--- src/rtl/ipsl_pcie_cfg_rsp_if.sv ---
// AXIS stream pair between the PCIe core and the configuration completer.
// The completer takes the slave view: RX TLPs come in, completions go out.
interface ipsl_pcie_cfg_rsp_if;
   logic         axis_master_tvalid;
   logic         axis_master_tready;
   logic         axis_master_tlast;
   logic [3:0]   axis_master_tkeep;
   logic [127:0] axis_master_tdata;
   logic         axis_slave_tvalid;
   logic         axis_slave_tready;
   logic         axis_slave_tlast;
   logic         axis_slave_tuser;
   logic [127:0] axis_slave_tdata;

   modport master (
      output axis_master_tvalid, axis_master_tlast, axis_master_tkeep, axis_master_tdata,
      input  axis_master_tready,
      input  axis_slave_tvalid, axis_slave_tlast, axis_slave_tuser, axis_slave_tdata,
      output axis_slave_tready
   );

   modport slave (
      input  axis_master_tvalid, axis_master_tlast, axis_master_tkeep, axis_master_tdata,
      output axis_master_tready,
      output axis_slave_tvalid, axis_slave_tlast, axis_slave_tuser, axis_slave_tdata,
      input  axis_slave_tready
   );
endinterface

--- src/rtl/ipsl_pcie_cfg_rsp.sv ---
// Configuration-space completer: single-DW CfgRd/CfgWr in, local register access, Cpl/CplD out.
// Define IPSL_PCIE_CFG_RSP_TYPE1_EN to serve Type1 config requests like Type0.
module ipsl_pcie_cfg_rsp (
   input  logic                      pclk_div2,
   input  logic                      apb_rst,
   ipsl_pcie_cfg_rsp_if.slave        axis,
   output logic                      reg_req,
   output logic                      reg_we,
   output logic [9:0]                reg_addr,
   output logic [3:0]                reg_be,
   output logic [31:0]               reg_wdata,
   input  logic [31:0]               reg_rdata,
   output logic                      tlp_drop
);

   // state  | meaning
   // IDLE   | ready for a request header beat
   // DROP   | swallowing beats of a discarded TLP up to tlast
   // REG    | reg_req strobe cycle
   // RDW    | register read data being captured
   // CPL    | completion presented, waiting for core tready
   typedef enum logic [2:0] {
      S_IDLE,
      S_DROP,
      S_REG,
      S_RDW,
      S_CPL
   } state_t;

`ifdef IPSL_PCIE_CFG_RSP_TYPE1_EN
   localparam logic TYPE1_EN = 1'b1;
`else
   localparam logic TYPE1_EN = 1'b0;
`endif

   state_t state;
   logic   rd_q;

   logic [31:0] dw0, dw1, dw2, dw3;
   logic        fmt_rd, fmt_wr, typ_t0, typ_t1;
   logic        is_cfg, malformed, is_ur, rx_hs;
   logic [31:0] cpl_dw0, cpl_dw1, cpl_dw2;
   logic        unused_hdr;

   assign dw0 = axis.axis_master_tdata[31:0];
   assign dw1 = axis.axis_master_tdata[63:32];
   assign dw2 = axis.axis_master_tdata[95:64];
   assign dw3 = axis.axis_master_tdata[127:96];

   assign fmt_rd    = (dw0[31:29] == 3'b000);
   assign fmt_wr    = (dw0[31:29] == 3'b010);
   assign typ_t0    = (dw0[28:24] == 5'b00100);
   assign typ_t1    = (dw0[28:24] == 5'b00101);
   assign is_cfg    = (fmt_rd | fmt_wr) & (typ_t0 | typ_t1);
   assign malformed = (dw0[9:0] != 10'd1) | (dw1[7:4] != 4'h0)
                    | (fmt_wr & (axis.axis_master_tkeep != 4'hF));
   assign is_ur     = malformed | (typ_t1 & ~TYPE1_EN);
   assign rx_hs     = axis.axis_master_tvalid & axis.axis_master_tready;

   // Writes and UR complete without data; only a good read returns CplD.
   assign cpl_dw0 = (is_ur | fmt_wr) ? 32'h0A00_0000 : 32'h4A00_0001;
   assign cpl_dw1 = {dw2[31:16], (is_ur ? 3'b001 : 3'b000), 1'b0, 12'd4};
   assign cpl_dw2 = {dw1[31:16], dw1[15:8], 8'h00};

   assign unused_hdr = ^{dw0[23:10], dw2[15:12], dw2[1:0]};

   assign axis.axis_slave_tuser = 1'b0;

   always_ff @(posedge pclk_div2) begin
      if (apb_rst) begin
         state                   <= S_IDLE;
         rd_q                    <= 1'b0;
         axis.axis_master_tready <= 1'b0;
         axis.axis_slave_tvalid  <= 1'b0;
         axis.axis_slave_tlast   <= 1'b0;
         axis.axis_slave_tdata   <= '0;
         reg_req                 <= 1'b0;
         reg_we                  <= 1'b0;
         reg_addr                <= '0;
         reg_be                  <= '0;
         reg_wdata               <= '0;
         tlp_drop                <= 1'b0;
      end else begin
         reg_req  <= 1'b0;
         tlp_drop <= 1'b0;
         case (state)
            S_IDLE: begin
               axis.axis_master_tready <= 1'b1;
               if (rx_hs) begin
                  if (!axis.axis_master_tlast) begin
                     tlp_drop <= 1'b1;
                     state    <= S_DROP;
                  end else if (!is_cfg) begin
                     tlp_drop <= 1'b1;
                  end else begin
                     axis.axis_master_tready <= 1'b0;
                     axis.axis_slave_tdata   <= {32'h0, cpl_dw2, cpl_dw1, cpl_dw0};
                     rd_q                    <= fmt_rd;
                     if (is_ur) begin
                        axis.axis_slave_tvalid <= 1'b1;
                        axis.axis_slave_tlast  <= 1'b1;
                        state                  <= S_CPL;
                     end else begin
                        reg_req   <= 1'b1;
                        reg_we    <= fmt_wr;
                        reg_addr  <= {dw2[11:8], dw2[7:2]};
                        reg_be    <= dw1[3:0];
                        reg_wdata <= dw3;
                        state     <= S_REG;
                     end
                  end
               end
            end
            S_DROP: begin
               if (rx_hs && axis.axis_master_tlast) state <= S_IDLE;
            end
            S_REG: begin
               if (rd_q) begin
                  state <= S_RDW;
               end else begin
                  axis.axis_slave_tvalid <= 1'b1;
                  axis.axis_slave_tlast  <= 1'b1;
                  state                  <= S_CPL;
               end
            end
            S_RDW: begin
               axis.axis_slave_tdata[127:96] <= reg_rdata;
               axis.axis_slave_tvalid        <= 1'b1;
               axis.axis_slave_tlast         <= 1'b1;
               state                         <= S_CPL;
            end
            S_CPL: begin
               if (axis.axis_slave_tready) begin
                  axis.axis_slave_tvalid  <= 1'b0;
                  axis.axis_slave_tlast   <= 1'b0;
                  axis.axis_master_tready <= 1'b1;
                  state                   <= S_IDLE;
               end
            end
            default: begin
               axis.axis_master_tready <= 1'b1;
               state                   <= S_IDLE;
            end
         endcase
      end
   end

endmodule
--- src/flat_wrapper.sv ---
// flat-port wrapper written by rule: the top's interface ports become plain ports
module ipsl_pcie_cfg_rsp_flat 
  (pclk_div2, apb_rst, reg_req, reg_we, reg_addr, reg_be, reg_wdata, reg_rdata, tlp_drop, axis_axis_master_tvalid, axis_axis_master_tlast, axis_axis_master_tkeep, axis_axis_master_tdata, axis_axis_master_tready, axis_axis_slave_tvalid, axis_axis_slave_tlast, axis_axis_slave_tuser, axis_axis_slave_tdata, axis_axis_slave_tready);
  ipsl_pcie_cfg_rsp_if axis_i ();
  input  logic pclk_div2;
  input  logic apb_rst;
  output logic reg_req;
  output logic reg_we;
  output logic [9:0] reg_addr;
  output logic [3:0] reg_be;
  output logic [31:0] reg_wdata;
  input  logic [31:0] reg_rdata;
  output logic tlp_drop;
  input wire logic [$bits(axis_i.axis_master_tvalid)-1:0] axis_axis_master_tvalid;
  input wire logic [$bits(axis_i.axis_master_tlast)-1:0] axis_axis_master_tlast;
  input wire logic [$bits(axis_i.axis_master_tkeep)-1:0] axis_axis_master_tkeep;
  input wire logic [$bits(axis_i.axis_master_tdata)-1:0] axis_axis_master_tdata;
  output wire logic [$bits(axis_i.axis_master_tready)-1:0] axis_axis_master_tready;
  output wire logic [$bits(axis_i.axis_slave_tvalid)-1:0] axis_axis_slave_tvalid;
  output wire logic [$bits(axis_i.axis_slave_tlast)-1:0] axis_axis_slave_tlast;
  output wire logic [$bits(axis_i.axis_slave_tuser)-1:0] axis_axis_slave_tuser;
  output wire logic [$bits(axis_i.axis_slave_tdata)-1:0] axis_axis_slave_tdata;
  input wire logic [$bits(axis_i.axis_slave_tready)-1:0] axis_axis_slave_tready;
  assign axis_i.axis_master_tvalid = axis_axis_master_tvalid;
  assign axis_i.axis_master_tlast = axis_axis_master_tlast;
  assign axis_i.axis_master_tkeep = axis_axis_master_tkeep;
  assign axis_i.axis_master_tdata = axis_axis_master_tdata;
  assign axis_axis_master_tready = axis_i.axis_master_tready;
  assign axis_axis_slave_tvalid = axis_i.axis_slave_tvalid;
  assign axis_axis_slave_tlast = axis_i.axis_slave_tlast;
  assign axis_axis_slave_tuser = axis_i.axis_slave_tuser;
  assign axis_axis_slave_tdata = axis_i.axis_slave_tdata;
  assign axis_i.axis_slave_tready = axis_axis_slave_tready;
  ipsl_pcie_cfg_rsp u_core (.pclk_div2(pclk_div2), .apb_rst(apb_rst), .axis(axis_i), .reg_req(reg_req), .reg_we(reg_we), .reg_addr(reg_addr), .reg_be(reg_be), .reg_wdata(reg_wdata), .reg_rdata(reg_rdata), .tlp_drop(tlp_drop));
endmodule
--- config.mk ---
export PLATFORM = sky130hd
export DESIGN_NAME = ipsl_pcie_cfg_rsp_flat
export DESIGN_NICKNAME = d
export VERILOG_FILES = /design/src/rtl/ipsl_pcie_cfg_rsp_if.sv /design/src/rtl/ipsl_pcie_cfg_rsp.sv /design/src/flat_wrapper.sv
export SDC_FILE = /design/constraint.sdc
export NUM_CORES = 1
export LEC_CHECK = 0
export CAP_MARGIN = 20
export CORE_AREA = 2 2 137 139
export CTS_CLUSTER_SIZE = 30
export DETAILED_ROUTE_END_ITERATION = 12
export DIE_AREA = 0 0 139 141
export GPL_ROUTABILITY_DRIVEN = 0
export GPL_TIMING_DRIVEN = 0
export PLACE_DENSITY = 0.69
export SYNTH_ARGS = -nofsm -noshare
export SYNTH_HDL_FRONTEND = slang
export SYNTH_SLANG_ARGS = --single-unit
export TNS_END_PERCENT = 20
--- constraint.sdc ---
create_clock -name pclk_div2 -period 1.58 [get_ports pclk_div2]
set_input_delay 0.316 -clock pclk_div2 [delete_from_list [all_inputs] [get_ports pclk_div2]]
set_output_delay 0.316 -clock pclk_div2 [all_outputs]
set_load 0.02 [all_outputs]
## After elaboration in Yosys (flattened, before gate mapping)

Index checks and enable logic that the tools add are counted.
Widths: inputs -> output; s select.

| operators by class | value |
|---|---|
| reductions and logical operators | 15 |
| muxes and demuxes | 27 |
| equality and inequality tests | 17 |
| bitwise logic cells | 15 |

Operators by type and width:

| cell | number |
|---|---|
| $mux 128 | 3 |
| $pmux 32 s2 | 1 |
| $mux 31 | 1 |
| $mux 3 | 7 |
| $pmux 3 s5 | 1 |
| $mux 1 | 12 |
| $reduce_and 4->1 | 3 |
| $eq 5x3->1 const B | 2 |
| $ne 10x1->1 const B | 1 |
| $eq 3x2->1 const B | 3 |
| $ne 2x1->1 const B | 4 |
| $reduce_bool 4->1 | 2 |
| $reduce_and 7->1 | 1 |
| $logic_not 3->1 | 2 |
| $ne 2x2->1 const B | 3 |
| $not 1->1 | 6 |
| $or 1x1->1 | 6 |
| $reduce_or 3->1 | 2 |
| $reduce_and 5->1 | 1 |
| $reduce_or 5->1 | 1 |
| $ne 4x4->1 const B | 1 |
| $pmux 1 s4 | 1 |
| $and 1x1->1 | 3 |
| $eq 3x1->1 const B | 1 |
| other kinds (6) | 6 |

| word-level totals | value |
|---|---|
| logic and storage cells | 86 |
| output and inout bits | 181 |
| register bits | 163 |
| bits of input ports | 169 |

## Depth between registers and ports, before layout

| logic depth | value |
|---|---|
| depth in word-level cells | 10 |
| mapped depth | 7 |
| depth with buffers taken out | 4 |

## Worst setup path before layout

No wires, ideal clock.

| timing | value |
|---|---|
| path kind | flip-flop to flip-flop |
| start point | register u_core.state[0] |
| end point | register u_core.reg_addr[1] |
| period minus slack after synthesis | 1.632 ns |
| library setup time | 0.132 ns |
| data arrival time | 1.499 ns |
| slack | -0.052 ns |
| data required time | 1.448 ns |
| stages on the path, launching flop included | 8 |
| path buffers | 3 |
| cell sequence | dfxtp_1 -> buf_2 -> nor4b_4 -> nand4_2 -> buf_2 -> buf_6 -> o31ai_2 -> a21oi_1 |

| between the ends | value |
|---|---|
| word-level cells in the longest chain between the ends | 2 |

Ends and longest elaborated chain:

| element | RTL line | text |
|---|---|---|
| start, declared | ipsl_pcie_cfg_rsp.sv:36 | `state_t state;` |
| start signal, assigned | ipsl_pcie_cfg_rsp.sv:71 | `state <= S_IDLE;` |
| start signal, assigned | ipsl_pcie_cfg_rsp.sv:92 | `state <= S_DROP;` |
| start signal, assigned | ipsl_pcie_cfg_rsp.sv:102 | `state <= S_CPL;` |
| $logic_not 3->1 | ipsl_pcie_cfg_rsp.sv:86 | `case (state)` |
| $reduce_and 5->1 (no line) | -- |  |
| end signal, assigned | ipsl_pcie_cfg_rsp.sv:106 | `reg_addr <= {dw2[11:8], dw2[7:2]};` |
| end, declared | ipsl_pcie_cfg_rsp.sv:9 | `output logic [9:0] reg_addr,` |

No other way between the ends.
A chain may end at the register's enable or synchronous reset.

## Worst setup path after layout

| timing | value |
|---|---|
| start point | input axis_axis_master_tdata[28] |
| end point | register u_core.reg_addr[2] |

| between the ends | value |
|---|---|
| word-level cells in the longest chain between the ends | 4 |
| elaborated cells on any way between the ends | 7 |
| classes of those cells | 2 x eq/ne; 4 x bitwise; 1 x reduce/logical |

Ends and longest elaborated chain:

| element | RTL line | text |
|---|---|---|
| start, declared | flat_wrapper.sv:17 | `input wire logic [$bits(axis_i.axis_master_tdata)-1:0] axis_axis_master_tdata;` |
| $eq 5x3->1 (on tied branches) | ipsl_pcie_cfg_rsp.sv:52, ipsl_pcie_cfg_rsp.sv:53 |  |
| $or 1x1->1 (on tied branches) | ipsl_pcie_cfg_rsp.sv:54, ipsl_pcie_cfg_rsp.sv:57 |  |
| $and 1x1->1 / $not 1->1 (equally long branches) | -- |  |
| $reduce_and 5->1 (no line) (*) | -- |  |

Every way passes the cells marked *; elsewhere a longest branch is shown, timed or not.

==> reports/summary.log <==
INFO  outcome        outcome=finished, violations left
INFO  outcome        failed_checks=setup timing
INFO  cells_and_area layout.cells.most_common_list=136 x sky130_fd_sc_hd__clkdlybuf4s50_1, 132 x sky130_fd_sc_hd__dlygate4sd2_1, 126 x sky130_fd_sc_hd__dfxtp_1
INFO  floorplan      initial_core_util=31.1%
INFO  synth          synth_edf_count=0
INFO  cts            clk_transition_reported_paths=0.06ns
INFO  worst_setup_path worst_path_max_delay_cell=sky130_fd_sc_hd__nor4b_4
INFO  synth          synthCells=672
INFO  worst_setup_path critical_setup_path_class=in2reg
INFO  global_route   groute.usage.overall=21.2%
INFO  worst_setup_path worst-endpoint-required=1.92ns
INFO  run            max_cap_viol_count=0
INFO  worst_setup_path critical_path_buf_inv_count=4
INFO  cells_and_area areaGrowthSynthToFinish=93.0%
INFO  detailed_routing drt_pre_antenna_iters=4
INFO  min_path       holdPathStages=4
INFO  worst_setup_path crit_path_cell_trace=dlygate4sd2_1 -> nor4b_4 -> buf_4 -> a32o_2 -> buf_4 -> buf_6 -> o31ai_4 -> a21oi_1
INFO  synth          ys_ff_latch=130
INFO  synth          ys_async_sr_fraction=0%
INFO  synth          number_of_synthesis_warnings=0
INFO  cts            htree_levels=4
INFO  pwr            pwr_density_cell=745nW/um2
INFO  timing         finalCritPeriodShare=111%
INFO  cts            tritoncts=built
INFO  synth          synth.yosys.seq_area_share=45.8%
INFO  cells_and_area multi_input_area=3170um2
INFO  min_path       hold-path-endpoint=u_core.state[0]
INFO  pwr            leakagePower=4.61nW
INFO  detailed_routing wl_per_cell=17.1um
INFO  worst_setup_path most_frequent_cell_on_critical_path=sky130_fd_sc_hd__buf_4
INFO  cells_and_area finish.utilization=60.0%
INFO  global_route   grt-ovfl-total=0
INFO  cts            clock_sinks=130
INFO  worst_setup_path setup.worst_path.start_class=primary input
INFO  floorplan      std_cell_rows=50
INFO  timing         worst_slew_margin_rel=59.4%
INFO  min_path       hold_class=in2reg
INFO  worst_setup_path cpPeakStageDelay=0.37ns
INFO  floorplan      num_io_pins=350
INFO  timing         fmaxAchievable=0.572GHz
INFO  cells_and_area layout-drive-gt1-share=26.0%
INFO  cells_and_area layout_commonest_cell=sky130_fd_sc_hd__clkdlybuf4s50_1
INFO  floorplan      die_width=139um
INFO  cts            holdBufCountCts=0
INFO  pwr            worst_ir_drop_vdd=696uV
INFO  timing         final_hold_viol_count=0
INFO  synth          postSynthAreaPerCell=8.46um2
INFO  place          detailed_place_hpwl=14,900um
INFO  floorplan      die_area=19,600um2
INFO  cts            clk_root_buffer_cell=sky130_fd_sc_hd__clkbuf_16
INFO  global_route   number_of_antenna_violations_at_the_first_check_in_global_routing=1
INFO  detailed_routing route.detailed.drc=0
INFO  global_route   grt_max_degree=17
INFO  cells_and_area final_cells=1,297
INFO  worst_setup_path reg2reg_slack=-0.17ns
INFO  floorplan      design.core.area=18,300um2
INFO  detailed_routing route.detailed.vias_per_inst=4.82
INFO  timing         setup_viol=122
INFO  worst_setup_path timing.reg2reg.worst_path_depth=6
INFO  cells_and_area n_antenna_cell=0
INFO  place          placed_cells=1,234
INFO  worst_setup_path critical_path_arrival=2.09ns
INFO  global_route   grt_pass1_vias=5,978
INFO  floorplan      die_y=141um
INFO  cells_and_area seq_area=2610um2
INFO  global_route   grt_first_pass_wirelength=32,700um
INFO  cts            clock_latency=0.42ns
INFO  timing         grt_setup_unrepaired=yes
INFO  timing         timing_max_transition_violations_final=0
INFO  detailed_routing drt.antenna.violating_nets=0
INFO  worst_setup_path critPathCaptureType=flip-flop
INFO  worst_setup_path timing.critical_path.fanout_max=10
INFO  synth          synth_ff_type=sky130_fd_sc_hd__dfxtp_1
INFO  worst_setup_path worst_r2r_endpoint=u_core.reg_wdata[27]
INFO  worst_setup_path critical_path.reg2reg.startpoint=u_core.state[0]
INFO  timing         worst_clock_skew=0.00997ns
INFO  timing         worst_pin_slew=0.609ns
INFO  detailed_routing vias=6,252
INFO  synth          ys_types=37
INFO  worst_setup_path path_delay_family=buffers and inverters
INFO  detailed_routing drtIter0Drc=180
INFO  cts            cts_buffers=17
INFO  min_path       hp-start=axis_axis_master_tlast
INFO  cts            clk_path_buf_depth=2
INFO  synth          post_synth_instance_area=5680um2
INFO  place          portBuffers=278
INFO  detailed_routing drt_wl_total=22,100um
INFO  cells_and_area nFillCells=1,578
INFO  timing         finalCriticalPeriod=1.75ns
INFO  timing         setup_ws=-0.169ns
INFO  cells_and_area num-nets-final=1,219
cells in the mapped netlist, drive strengths merged (2+ instances only):
library cell / instances / area share [%]
nor2b: 2 / 0.22
nor4: 4 / 0.44
nand3b: 2 / 0.26
nand2: 118 / 7.8
nor3b: 2 / 0.26
buf: 87 / 11
and4: 2 / 0.31
nor3: 6 / 0.53
clkbuf: 34 / 2.3
nand4: 50 / 5.6
nor4b: 4 / 1.1
dfxtp: 130 / 46
a211oi: 2 / 0.26
inv: 2 / 0.13
o31ai: 46 / 7.4
nand3: 34 / 3.0
nor2: 11 / 0.73
a21oi: 124 / 11
per-stage QoR:
| stage | setup slack (ns) | TNS [ns] | total power (W) | hold slack [ns] | area [um2] |
|---|---|---|---|---|---|
| 2_1_floorplan | -0.0124 | -0.0139 | 0.00370 | 0.432 | 5910 |
| 3_3_place_gp | -0.827 | -93.69 | 0.00416 | 0.440 | 8980 |
| 3_5_place_dp | -0.848 | -94.24 | 0.00416 | 0.446 | 8980 |
| 4_1_cts | -0.145 | -8.92 | 0.00821 | 0.410 | 10400 |
| 5_1_grt | -0.210 | -16.80 | 0.00843 | 0.440 | 11000 |
| 6_report | -0.169 | -10.33 | 0.00817 | 0.428 | 11000 |
worst max path at each step:
stage	cells past startpoint	slack (ns)	from	end
global route	6	-0.21	u_core.state[0]	u_core.reg_wdata[26]
finish	8	-0.17	axis_axis_master_tdata[28]	u_core.reg_addr[2]
floorplan	5	-0.01	u_core.state[1]	u_core.reg_we
detailed placement	7	-0.85	axis_axis_master_tdata[27]	u_core.axis.axis_slave_tdata[125]
CTS	6	-0.14	u_core.state[2]	u_core.reg_wdata[5]
global placement	7	-0.83	axis_axis_master_tdata[27]	u_core.axis.axis_slave_tdata[96]
final cells by class:
class	count	share of cell area, %
Buffer	118	10.1
Clock buffer	24	4.67
Clock inverter	8	0.901
Inverter	2	0.0685
Multi-Input combinational cell	469	28.9
Sequential cell	130	23.8
Tap cell	234	2.67
Timing Repair Buffer	312	28.9
sequential cells by signal, indices dropped and copies added, names as in the netlist:
name                            flops
u_core.axis.axis_master_tready      1
u_core.reg_wdata                   32
u_core.axis.axis_slave_tdata       75
u_core.rd_q                         1
u_core.reg_req                      1
u_core.reg_addr                    10
u_core.tlp_drop                     1
u_core.reg_be                       4
u_core.state                        3
u_core.reg_we                       1
u_core.axis.axis_slave_tvalid       1
power breakdown:
part           internal [W]  switching (W)  total, W
combinational      0.000470       0.000387  0.000857
clock               0.00257        0.00146   0.00403
sequential          0.00328     0.00000521   0.00329
worst register-to-register path, cell delays in order, from the launching register on:
cell,delay (ns)
sky130_fd_sc_hd__dfxtp_4,0.35
sky130_fd_sc_hd__nor4b_4,0.37
sky130_fd_sc_hd__nand4_4,0.23
sky130_fd_sc_hd__buf_12,0.22
sky130_fd_sc_hd__buf_12,0.15
sky130_fd_sc_hd__o31ai_2,0.19
sky130_fd_sc_hd__a21oi_1,0.09
metal layers:
layer | part of all wire [%] | routed length, um | track usage, %
met1 | 41 | 8980 | 25.1
met2 | 51 | 11200 | 36.9
met3 | 7.0 | 1550 | 6.83
met4 | 1.6 | 360 | 6.38
met5 | 0.032 | 7 | 0
cell families (layout without fill, tap and decap cells):
logic type	count (synthesis)	in the layout	synth area share (%)
AND/OR/NAND/NOR	237	237	20.6
other	1	51	0.0660
AO/OA/AOI/OAI	180	180	19.7
multiplexers	1	1	0.198
buffers and inverters	123	464	13.6
flip-flops	130	130	45.8
what timing repair did:
item	CTS	global route
resized for setup	287	105
cloned	9	4
endpoints found under the setup margin	259	129
setup buffers	17	6
pin swaps	32	54
Note: power is estimated with default switching activity, not from simulation.
